$ cat src/rtl/keypad_scanner.sv
// keypad_scanner: scans a 4x4 matrix keypad, debounces presses and releases, and encodes
// accepted keys into the calculator front-end protocol (digit level, operator code, '=' pulse).
module keypad_scanner #(
   parameter int SCAN_DIV       = 1000,
   parameter int DEBOUNCE_SCANS = 4
) (
   input  logic       clk,
   input  logic       reset,
   input  logic [3:0] row_n,
   input  logic       complete,
   output logic [3:0] col_n,
   output logic       key_valid,
   output logic [3:0] key_code,
   output logic [3:0] keypad_input,
   output logic [1:0] operator_code,
   output logic       equal_input
);

   localparam int SLOT_W = (SCAN_DIV > 1) ? $clog2(SCAN_DIV) : 1;
   localparam int CNT_W  = $clog2(DEBOUNCE_SCANS + 1);
   localparam logic [SLOT_W-1:0] SLOT_LAST = SLOT_W'(SCAN_DIV - 1);
   localparam logic [SLOT_W-1:0] SLOT_ZERO = {SLOT_W{1'b0}};
   localparam logic [SLOT_W-1:0] SLOT_ONE  = SLOT_W'(1);
   localparam logic [CNT_W-1:0]  CNT_ZERO  = {CNT_W{1'b0}};
   localparam logic [CNT_W-1:0]  CNT_ONE   = CNT_W'(1);
   localparam logic [CNT_W-1:0]  CNT_LAST  = CNT_W'(DEBOUNCE_SCANS - 1);
   localparam logic [CNT_W-1:0]  CNT_MAX   = CNT_W'(DEBOUNCE_SCANS);

   typedef enum logic [1:0] {
      ST_SCAN     = 2'd0,
      ST_DEBOUNCE = 2'd1,
      ST_HELD     = 2'd2
   } state_t;

   function automatic logic [3:0] key_lookup(input logic [1:0] row, input logic [1:0] col);
      logic [3:0] code;
      case ({row, col})
         4'h0:    code = 4'h1;
         4'h1:    code = 4'h2;
         4'h2:    code = 4'h3;
         4'h3:    code = 4'hA;
         4'h4:    code = 4'h4;
         4'h5:    code = 4'h5;
         4'h6:    code = 4'h6;
         4'h7:    code = 4'hB;
         4'h8:    code = 4'h7;
         4'h9:    code = 4'h8;
         4'hA:    code = 4'h9;
         4'hB:    code = 4'hC;
         4'hC:    code = 4'hD;
         4'hD:    code = 4'h0;
         4'hE:    code = 4'hE;
         default: code = 4'hF;
      endcase
      return code;
   endfunction

   state_t            state_r, state_nxt_s;
   logic [3:0]        row_meta_r, row_sync_r, low_s;
   logic [SLOT_W-1:0] slot_r;
   logic [1:0]        col_r, row_r, low_row_s;
   logic [3:0]        col_n_r;
   logic [CNT_W-1:0]  deb_cnt_r, rel_cnt_r;
   logic              sample_s, any_low_s, match_s, row_high_s;
   logic              capture_s, accept_s, release_s, advance_s;
   logic [3:0]        code_s;
   logic              key_valid_r, equal_input_r;
   logic [3:0]        key_code_r, keypad_input_r;
   logic [1:0]        operator_code_r;

   assign sample_s = (slot_r == SLOT_LAST);
   assign code_s   = key_lookup(row_r, col_r);

   // two-flop synchronizer for the asynchronous row inputs
   always_ff @(posedge clk or posedge reset) begin
      if (reset) begin
         row_meta_r <= 4'hF;
         row_sync_r <= 4'hF;
      end else begin
         row_meta_r <= row_n;
         row_sync_r <= row_meta_r;
      end
   end

   // row decode: lowest pressed row wins within the driven column
   always_comb begin
      low_s     = ~row_sync_r;
      any_low_s = |low_s;
      if (low_s[0]) begin
         low_row_s = 2'd0;
      end else if (low_s[1]) begin
         low_row_s = 2'd1;
      end else if (low_s[2]) begin
         low_row_s = 2'd2;
      end else begin
         low_row_s = 2'd3;
      end
      match_s    = any_low_s && (low_row_s == row_r);
      row_high_s = row_sync_r[row_r];
   end

   // state register
   always_ff @(posedge clk or posedge reset) begin
      if (reset) begin
         state_r <= ST_SCAN;
      end else begin
         state_r <= state_nxt_s;
      end
   end

   // next-state logic; every decision is taken only at a slot's sample point
   always_comb begin
      state_nxt_s = state_r;
      case (state_r)
         ST_SCAN: begin
            if (sample_s && any_low_s) begin
               state_nxt_s = ST_DEBOUNCE;
            end else begin
               state_nxt_s = ST_SCAN;
            end
         end
         ST_DEBOUNCE: begin
            if (sample_s && !match_s) begin
               state_nxt_s = ST_SCAN;
            end else if (sample_s && (deb_cnt_r >= CNT_LAST)) begin
               state_nxt_s = ST_HELD;
            end else begin
               state_nxt_s = ST_DEBOUNCE;
            end
         end
         ST_HELD: begin
            if (sample_s && row_high_s && (rel_cnt_r >= CNT_LAST)) begin
               state_nxt_s = ST_SCAN;
            end else begin
               state_nxt_s = ST_HELD;
            end
         end
         default: state_nxt_s = ST_SCAN;
      endcase
   end

   // per-state strobes driving the counters and the registered outputs
   always_comb begin
      capture_s = 1'b0;
      accept_s  = 1'b0;
      release_s = 1'b0;
      advance_s = 1'b0;
      case (state_r)
         ST_SCAN: begin
            capture_s = sample_s && any_low_s;
            advance_s = sample_s && !any_low_s;
         end
         ST_DEBOUNCE: begin
            accept_s  = (state_nxt_s == ST_HELD);
            advance_s = sample_s && !match_s;
         end
         ST_HELD: begin
            release_s = (state_nxt_s == ST_SCAN);
            advance_s = (state_nxt_s == ST_SCAN);
         end
         default: begin
            capture_s = 1'b0;
            advance_s = 1'b0;
         end
      endcase
   end

   // slot timer, column rotation, captured row and saturating debounce counters
   always_ff @(posedge clk or posedge reset) begin
      if (reset) begin
         slot_r    <= SLOT_ZERO;
         col_r     <= 2'd0;
         col_n_r   <= 4'b1110;
         row_r     <= 2'd0;
         deb_cnt_r <= CNT_ZERO;
         rel_cnt_r <= CNT_ZERO;
      end else begin
         slot_r <= sample_s ? SLOT_ZERO : (slot_r + SLOT_ONE);
         if (advance_s) begin
            col_r   <= col_r + 2'd1;
            col_n_r <= {col_n_r[2:0], col_n_r[3]};
         end
         if (capture_s) begin
            row_r <= low_row_s;
         end
         case (state_r)
            ST_SCAN: begin
               deb_cnt_r <= capture_s ? CNT_ONE : CNT_ZERO;
               rel_cnt_r <= CNT_ZERO;
            end
            ST_DEBOUNCE: begin
               if (sample_s && match_s && (deb_cnt_r < CNT_MAX)) begin
                  deb_cnt_r <= deb_cnt_r + CNT_ONE;
               end
               rel_cnt_r <= CNT_ZERO;
            end
            ST_HELD: begin
               deb_cnt_r <= CNT_ZERO;
               if (sample_s && !row_high_s) begin
                  rel_cnt_r <= CNT_ZERO;
               end else if (sample_s && (rel_cnt_r < CNT_MAX)) begin
                  rel_cnt_r <= rel_cnt_r + CNT_ONE;
               end
            end
            default: begin
               deb_cnt_r <= CNT_ZERO;
               rel_cnt_r <= CNT_ZERO;
            end
         endcase
      end
   end

   // front-end outputs; the unused key F debounces but is never reported
   always_ff @(posedge clk or posedge reset) begin
      if (reset) begin
         key_valid_r     <= 1'b0;
         key_code_r      <= 4'h0;
         keypad_input_r  <= 4'h0;
         operator_code_r <= 2'b11;
         equal_input_r   <= 1'b0;
      end else begin
         key_valid_r   <= accept_s && (code_s != 4'hF);
         equal_input_r <= accept_s && (code_s == 4'hE);
         if (accept_s && (code_s != 4'hF)) begin
            key_code_r <= code_s;
         end
         if (accept_s) begin
            keypad_input_r <= ((code_s >= 4'h1) && (code_s <= 4'h9)) ? code_s : 4'h0;
         end else if (release_s) begin
            keypad_input_r <= 4'h0;
         end
         if (accept_s && (code_s == 4'hA)) begin
            operator_code_r <= 2'b00;
         end else if (accept_s && (code_s == 4'hB)) begin
            operator_code_r <= 2'b01;
         end else if (accept_s && (code_s == 4'hC)) begin
            operator_code_r <= 2'b10;
         end else if ((accept_s && (code_s == 4'hD)) || complete) begin
            operator_code_r <= 2'b11;
         end
      end
   end

   assign col_n         = col_n_r;
   assign key_valid     = key_valid_r;
   assign key_code      = key_code_r;
   assign keypad_input  = keypad_input_r;
   assign operator_code = operator_code_r;
   assign equal_input   = equal_input_r;

endmodule

$ cat config.mk
export PLATFORM = sky130hd
export DESIGN_NAME = keypad_scanner
export DESIGN_NICKNAME = d
export VERILOG_FILES = /design/src/rtl/keypad_scanner.sv
export SDC_FILE = /design/constraint.sdc
export NUM_CORES = 1
export LEC_CHECK = 0
export CAP_MARGIN = 25
export CELL_PAD_IN_SITES_DETAIL_PLACEMENT = 1
export CELL_PAD_IN_SITES_GLOBAL_PLACEMENT = 1
export CORE_ASPECT_RATIO = 1.25
export CORE_MARGIN = 1
export CORE_UTILIZATION = 36
export DETAILED_ROUTE_END_ITERATION = 10
export GPL_TIMING_DRIVEN = 0
export HOLD_SLACK_MARGIN = 0.08
export PLACE_DENSITY_LB_ADDON = 0.1
export SYNTH_ARGS = -nofsm -noshare
export SYNTH_HDL_FRONTEND = slang
export SYNTH_SLANG_ARGS = --single-unit
$ cat constraint.sdc
create_clock -name clk -period 4.4 [get_ports clk]
set_clock_uncertainty 0.1 [all_clocks]
set_input_delay 0.66 -clock clk [delete_from_list [all_inputs] [get_ports clk]]
set_output_delay 0.66 -clock clk [all_outputs]
set_load 0.02 [all_outputs]
==> metrics.txt, run 1 <==
Final nets 258; core area 0.00613 sq mm; hold crit path type flip-flop to flip-flop; crit path kind flip-flop to flip-flop; sequential fraction of the synthesis area 51.4%; DRC errors left 0; GRT Residual Overflow 0; maximum clock frequency 390 MHz; total number of vias 1,658; first-pass GRT wire length 8440 microns; P_leak 1.08 nW; CTS H-tree lvls 2; critical path's slowest cell a2111oi_4; share of the synthesized area in the top cell type 36.3%; Slew HR 50.5%; DRT Pass-1 Iters 4; count of final hold-check violations 0; clock period minus final worst setup slack 2560 ps; fin crit share 58.2%; leading area contributor after synthesis dfrtp_1; PwrDens 278 mW/mm^2; root buffer cell clkbuf_8; CP Cell Sequence ha_1 > nand2_1 > or3b_1 > buf_2 > a2111oi_4 > a31oi_1 > a32o_1; post-route setup TNS 0 ps; Std-Cell Rows 32; Num CTS Buffers 5; max cap viols 0; Die W 73.1 microns; final setup violation count 0; Skew-Pair Late Insertion Delay 300 ps; Final Worst Setup Slack 1840 ps; run status completed; DRT Wirelength 4830 microns; Slew Viols, Final 0; Diodes inserted 0; actual slew at the worst max-slew pin 735 ps; Initial Utilization 37.1%; Ports 23; WL per Instance 14.7 microns; Mapped Cells 212; final instance area 0.00273 sq mm; postcts setup bufs 0; antenna-violating nets left 0; Area contributors post-synth dfrtp_1 36%, dfstp_2 15%, ha_1 5.0%, nor2_1 4.0%, a21oi_1 3.1%; syn_area_per_cell 10.7 sq um; initial antenna violation count 0; HPWL Detailed 3490 microns; Layout area overhead 20.2%; DR iter-0 viols 81; Main synth FF type dfrtp_1; Clock Sinks 46; pre-CTS setup slack 1820 ps; Routability Congestion 0.736; critical path endpoint category flip-flop; CP delay by family, top compound AO/OA/AOI/OAI gates; most common cell in the netlist dfrtp_1; CTS tree done; Die Height 90.8 microns; Final Core Density 44.6%; port bufs 22; Post-CTS Hold Fix Bufs 0; via/cell ratio 5.05; CTS max path bufs 2; Async S/R FF share, synth 100%; cts repair resizes 0; placed cell area 0.00262 sq mm; share of cells above drive strength 1 14.4%; largest net degree at the start of global routing 39; Arr. time, crit path 2650 ps; Synth cell types 50; die footprint 0.00664 sq mm; Crit path required time 4490 ps; CP startpoint kind flip-flop; CTS clk-pin slew, worst paths 90 ps; slowest stage delay, CP 550 ps; Post-Syn Area 0.00227 sq mm; vias in the first global route 1,736; all-layer global routing usage 16.4%; Yosys warning count 0; Worst IR Drop VDD 0.120 mV; Net Count, Synth 228; Crit Path Max Fanout 10; CP bufs+invs 1; FILL cells 689; Multi-input gate area 0.00104 sq mm; RSZ-0062 raised after global routing no; Post-synth EDFFs 0; Yosys reg bits 46; Synth top cells by count 33 x dfrtp_1, 24 x nor2_1, 16 x nand2_1; Reg area 0.00117 sq mm
==> report_power, final <==
group          internal, W  leakage [nW]  switching (W)  total (W)
combinational   0.00000837         0.444      0.0000123  0.0000207
sequential        0.000429         0.583     0.00000253   0.000432
clock             0.000163        0.0566       0.000144   0.000307
==> state kept, by name, summed over array words and instances (netlist names) <==
name and count:
state_r 2, col_r 2, rel_cnt_r 3, key_code 4, operator_code 2, equal_input 1, row_sync_r 4, key_valid 1
row_meta_r 4, slot_r 10, col_n 4, deb_cnt_r 3, keypad_input 4, row_r 2
==> kinds of logic after synthesis <==
group	count (synthesis)	share of synthesized area, %
xor+xnor	10	3.85
buf+inv	15	2.70
compound gates	51	16.2
fa+ha+maj	9	4.96
mux	10	5.23
flops	46	51.4
simple gates	71	15.6
==> layout make-up <==
cell class,instances,share of cell area (%)
repair buffers,23,8.80
inverters,8,1.10
clock buffers,8,4.08
well taps,85,3.90
multi-input cells,151,38.2
flip-flops and latches,46,42.8
plain buffers,7,1.15
==> path summary, 6_finish.rpt <==
kind	start	end	slack [ps]	depth (start not counted)
worst min register to register	row_meta_r[0]	row_sync_r[0]	260	0
worst max-delay path	slot_r[0]	keypad_input[2]	1840	7
min in group asynchronous	reset	slot_r[6]	480	2
max in group asynchronous	reset	row_sync_r[2]	3170	3
worst min-delay path	row_meta_r[0]	row_sync_r[0]	260	0
worst max register to register	slot_r[0]	keypad_input[2]	1840	7
==> cells in the final DEF (no fill, tap or decap), types with 2 or more instances in the layout <==
cell type	synthesis	routed
a211oi_1	3	3
mux2_2	5	5
a32o_1	3	3
o31a_1	2	2
clkbuf_8	0	6
xor2_1	5	5
mux2i_1	4	4
a31oi_1	4	4
o21ai_0	8	8
a21oi_1	14	14
nor3_1	2	2
nor2_1	24	24
dfstp_2	13	13
xnor2_1	5	5
inv_1	8	7
o21bai_1	2	2
dfrtp_1	33	33
and4b_1	2	2
nand3b_1	2	2
clkbuf_1	5	6
nand2_1	16	16
ha_1	9	9
clkdlybuf4s50_1	0	22
nand3_1	7	7
nor2b_1	4	4
nand2b_1	6	6
==> metrics by stage <==
stage	hold slack [ps]	std cells	total power, W
final	259	328	0.000760
after global routing	265	328	0.000790
after CTS	261	328	0.000774
after detailed placement	247	320	0.000462
after global placement	246	319	0.000459
after floorplan	245	212	0.000449
==> layer usage <==
layer  vias up  part of all wire, %  track usage (%)
li1        812                    -                -
met1       822                   45             19.7
met2        20                   53             29.1
met3         4                  1.9             2.68
met4         0                 0.85             4.90
met5         -                    0                0
(Power assumes the default switching activity.)
==> run 2: changes to the inputs <==
clock period = 2.6 ns   (was 4.4 ns; I/O delays follow)
==> run 2 against run 1 <==
  * Critical path depth is 1 higher
  * First-iteration DRC count is 1.2% higher
  * Count of clock-buffer cells in the layout is the same
  * Setup slack worse by 1700 ps
  * Largest power group unchanged
  * Sequential cell count unchanged
  * Largest cell class unchanged
==> metrics.txt, run 2 (synthesized netlist as in run 1, its figures left out) <==
run status completed; Clock Sinks 46 (unchanged); actual slew at the worst max-slew pin 735 ps (-0.328 ps); core area 0.00613 sq mm (unchanged); root buffer cell clkbuf_8; vias in the first global route 1,736 (unchanged); Reg2Reg Capture Point key_code[1]; most frequent cells in the layout 33 x dfrtp_1, 24 x nor2_1, 22 x clkdlybuf4s50_1; count of final hold-check violations 0 (unchanged); Routability Congestion 0.736 (unchanged); DR iter-0 viols 82 (+1.2%); Std-Cell Rows 32 (unchanged); Die W 73.1 microns (unchanged); clock network fraction of total power 40.5% (about the same); wire length on met2 2540 microns (about the same); GRT Residual Overflow 0 (unchanged); post-route setup TNS 0 ps (unchanged); Ports 23 (unchanged); combinational share of power 2.7% (about the same); CTS tree done; HPWL Detailed 3490 microns (unchanged); Reg area 0.00117 sq mm (unchanged); DR WL met3 91 microns (-2.2%); P_leak 1.09 nW (+0.90%); die footprint 0.00664 sq mm (unchanged); Crit Path Max Fanout 8 (-2); Seq pwr share 56.7% (-0.2 points); P_int 0.00102 W (+69%); antenna-violating nets left 0 (unchanged); max cap viols 0 (unchanged); Reg-to-Reg Start slot_r[0]; Final nets 260 (+0.78%); all-layer global routing usage 16.4% (unchanged); clock period minus final worst setup slack 2480 ps (-83.7 ps); most flop-heavy register slot_r; CTS clk-pin slew, worst paths 90 ps (about the same); via/cell ratio 5.01 (-0.91%); DRC errors left 0 (unchanged); Layout area overhead 20.9%; Arr. time, crit path 2600 ps (-50 ps); crit path kind flip-flop to flip-flop; M1 WL 2150 microns (about the same); placed cells 320 (unchanged); Post-CTS Hold Fix Bufs 0 (unchanged); sw frac 21.1% (+0.16 points); port bufs 22 (unchanged); FILL cells 688 (-0.15%); largest net degree at the start of global routing 39 (unchanged); DRT Pass-1 Iters 4 (unchanged); Final Core Density 44.9% (+0.29 points); Diodes inserted 0 (unchanged); total number of vias 1,653 (-0.30%); final setup violation count 0 (unchanged); pre-CTS setup slack 25.0 ps (-1800 ps); hold crit path type input port to async pin; Final Power 0.00129 W (+70%); Slew Viols, Final 0 (unchanged); commonest non-fill, non-tap cell in the layout dfrtp_1; Skew-Pair Late Insertion Delay 300 ps (about the same); Initial Utilization 37.1% (unchanged); worst reg2reg path depth 8 (+1); Num CTS Buffers 5 (unchanged); PwrDens 469 mW/mm^2 (+69%); NetSw 0.000272 W (+71%); fin crit share 95.3% (+37 points); Die Height 90.8 microns (unchanged); WL per Instance 14.7 microns (-0.19%); R2R Setup Slk 120 ps (-1720 ps); CP startpoint kind flip-flop; maximum clock frequency 404 MHz (+3.4%); Cell Count, Final, Fillers Out 330 (+0.61%); critical path endpoint category flip-flop; Crit path required time 2720 ps (-1770 ps); first-pass GRT wire length 8440 microns (unchanged); CTS max path bufs 2 (unchanged); top sig layer met4; Multi-input gate area 0.00105 sq mm (+0.24%); Slew HR 50.6% (about the same); CTS H-tree lvls 2 (unchanged); Final Worst Setup Slack 123 ps (-1720 ps); initial antenna violation count 0 (unchanged); Largest register FFs 10 (unchanged); DRT Wirelength 4850 microns (+0.41%); Worst IR Drop VDD 0.202 mV (+68%); share of cells above drive strength 1 15.5% (+1.1 points)
run 2: cell types whose count changed in the layout (fill, tap and decap cells not counted), sizes merged:
cell,before,now
buf,3,5
run 2: per-stage QoR:
stage                     hold WS [ps]  area [sq um]
after floorplan                    245          2270
after global routing               219          2750
after CTS                          213          2730
final                              209          2750
after global placement             246          2600
after detailed placement           247          2620
run 2: what timing repair did:
item	4_1_cts	5_1_grt
setup endpoints to repair	0	11
setup buffers	0	2
resized for setup	0	1
hold endpoints to repair	0	0
run 2: worst max path at each step:
stage,from,endpoint,depth (start not counted)
after floorplan,row_sync_r[2],col_n[0],5
after global routing,slot_r[0],key_code[1],8
after CTS,slot_r[0],operator_code[0],7
after detailed placement,slot_r[0],keypad_input[2],7
final,slot_r[0],key_code[1],8
after global placement,reset,col_r[0],2
run 2: layout make-up:
cell class | count | share of cell area (%)
Tap cell | 85 | 3.87
Sequential cell | 46 | 42.5
Multi-Input combinational cell | 151 | 38.1
Inverter | 8 | 1.09
Timing Repair Buffer | 25 | 9.29
Clock buffer | 8 | 4.05
Buffer | 7 | 1.14
run 2: worst max-delay path: stages, from the launching register on:
cell,delay (ps)
dfrtp_1,410
ha_2,230
nand2_1,120
or3b_1,380
buf_2,190
a2111oi_4,450
buf_4,230
o31a_1,130
a2bb2oi_1,170
run 2: per-layer routing:
metal  track usage, %  up-vias
li1                 -      815
met1             19.7      816
met2             29.1       17
met5                0        -
met4             4.90        0
met3             2.68        5
run 2: power by group through the flow:
stage	Clock (W)	Combinational, W	Sequential (W)
after detailed placement	0	0.0000368	0.000744
after global routing	0.000563	0.0000406	0.000732
final	0.000522	0.0000350	0.000731
after CTS	0.000542	0.0000370	0.000731
after floorplan	0	0.0000169	0.000743
after global placement	0	0.0000324	0.000744
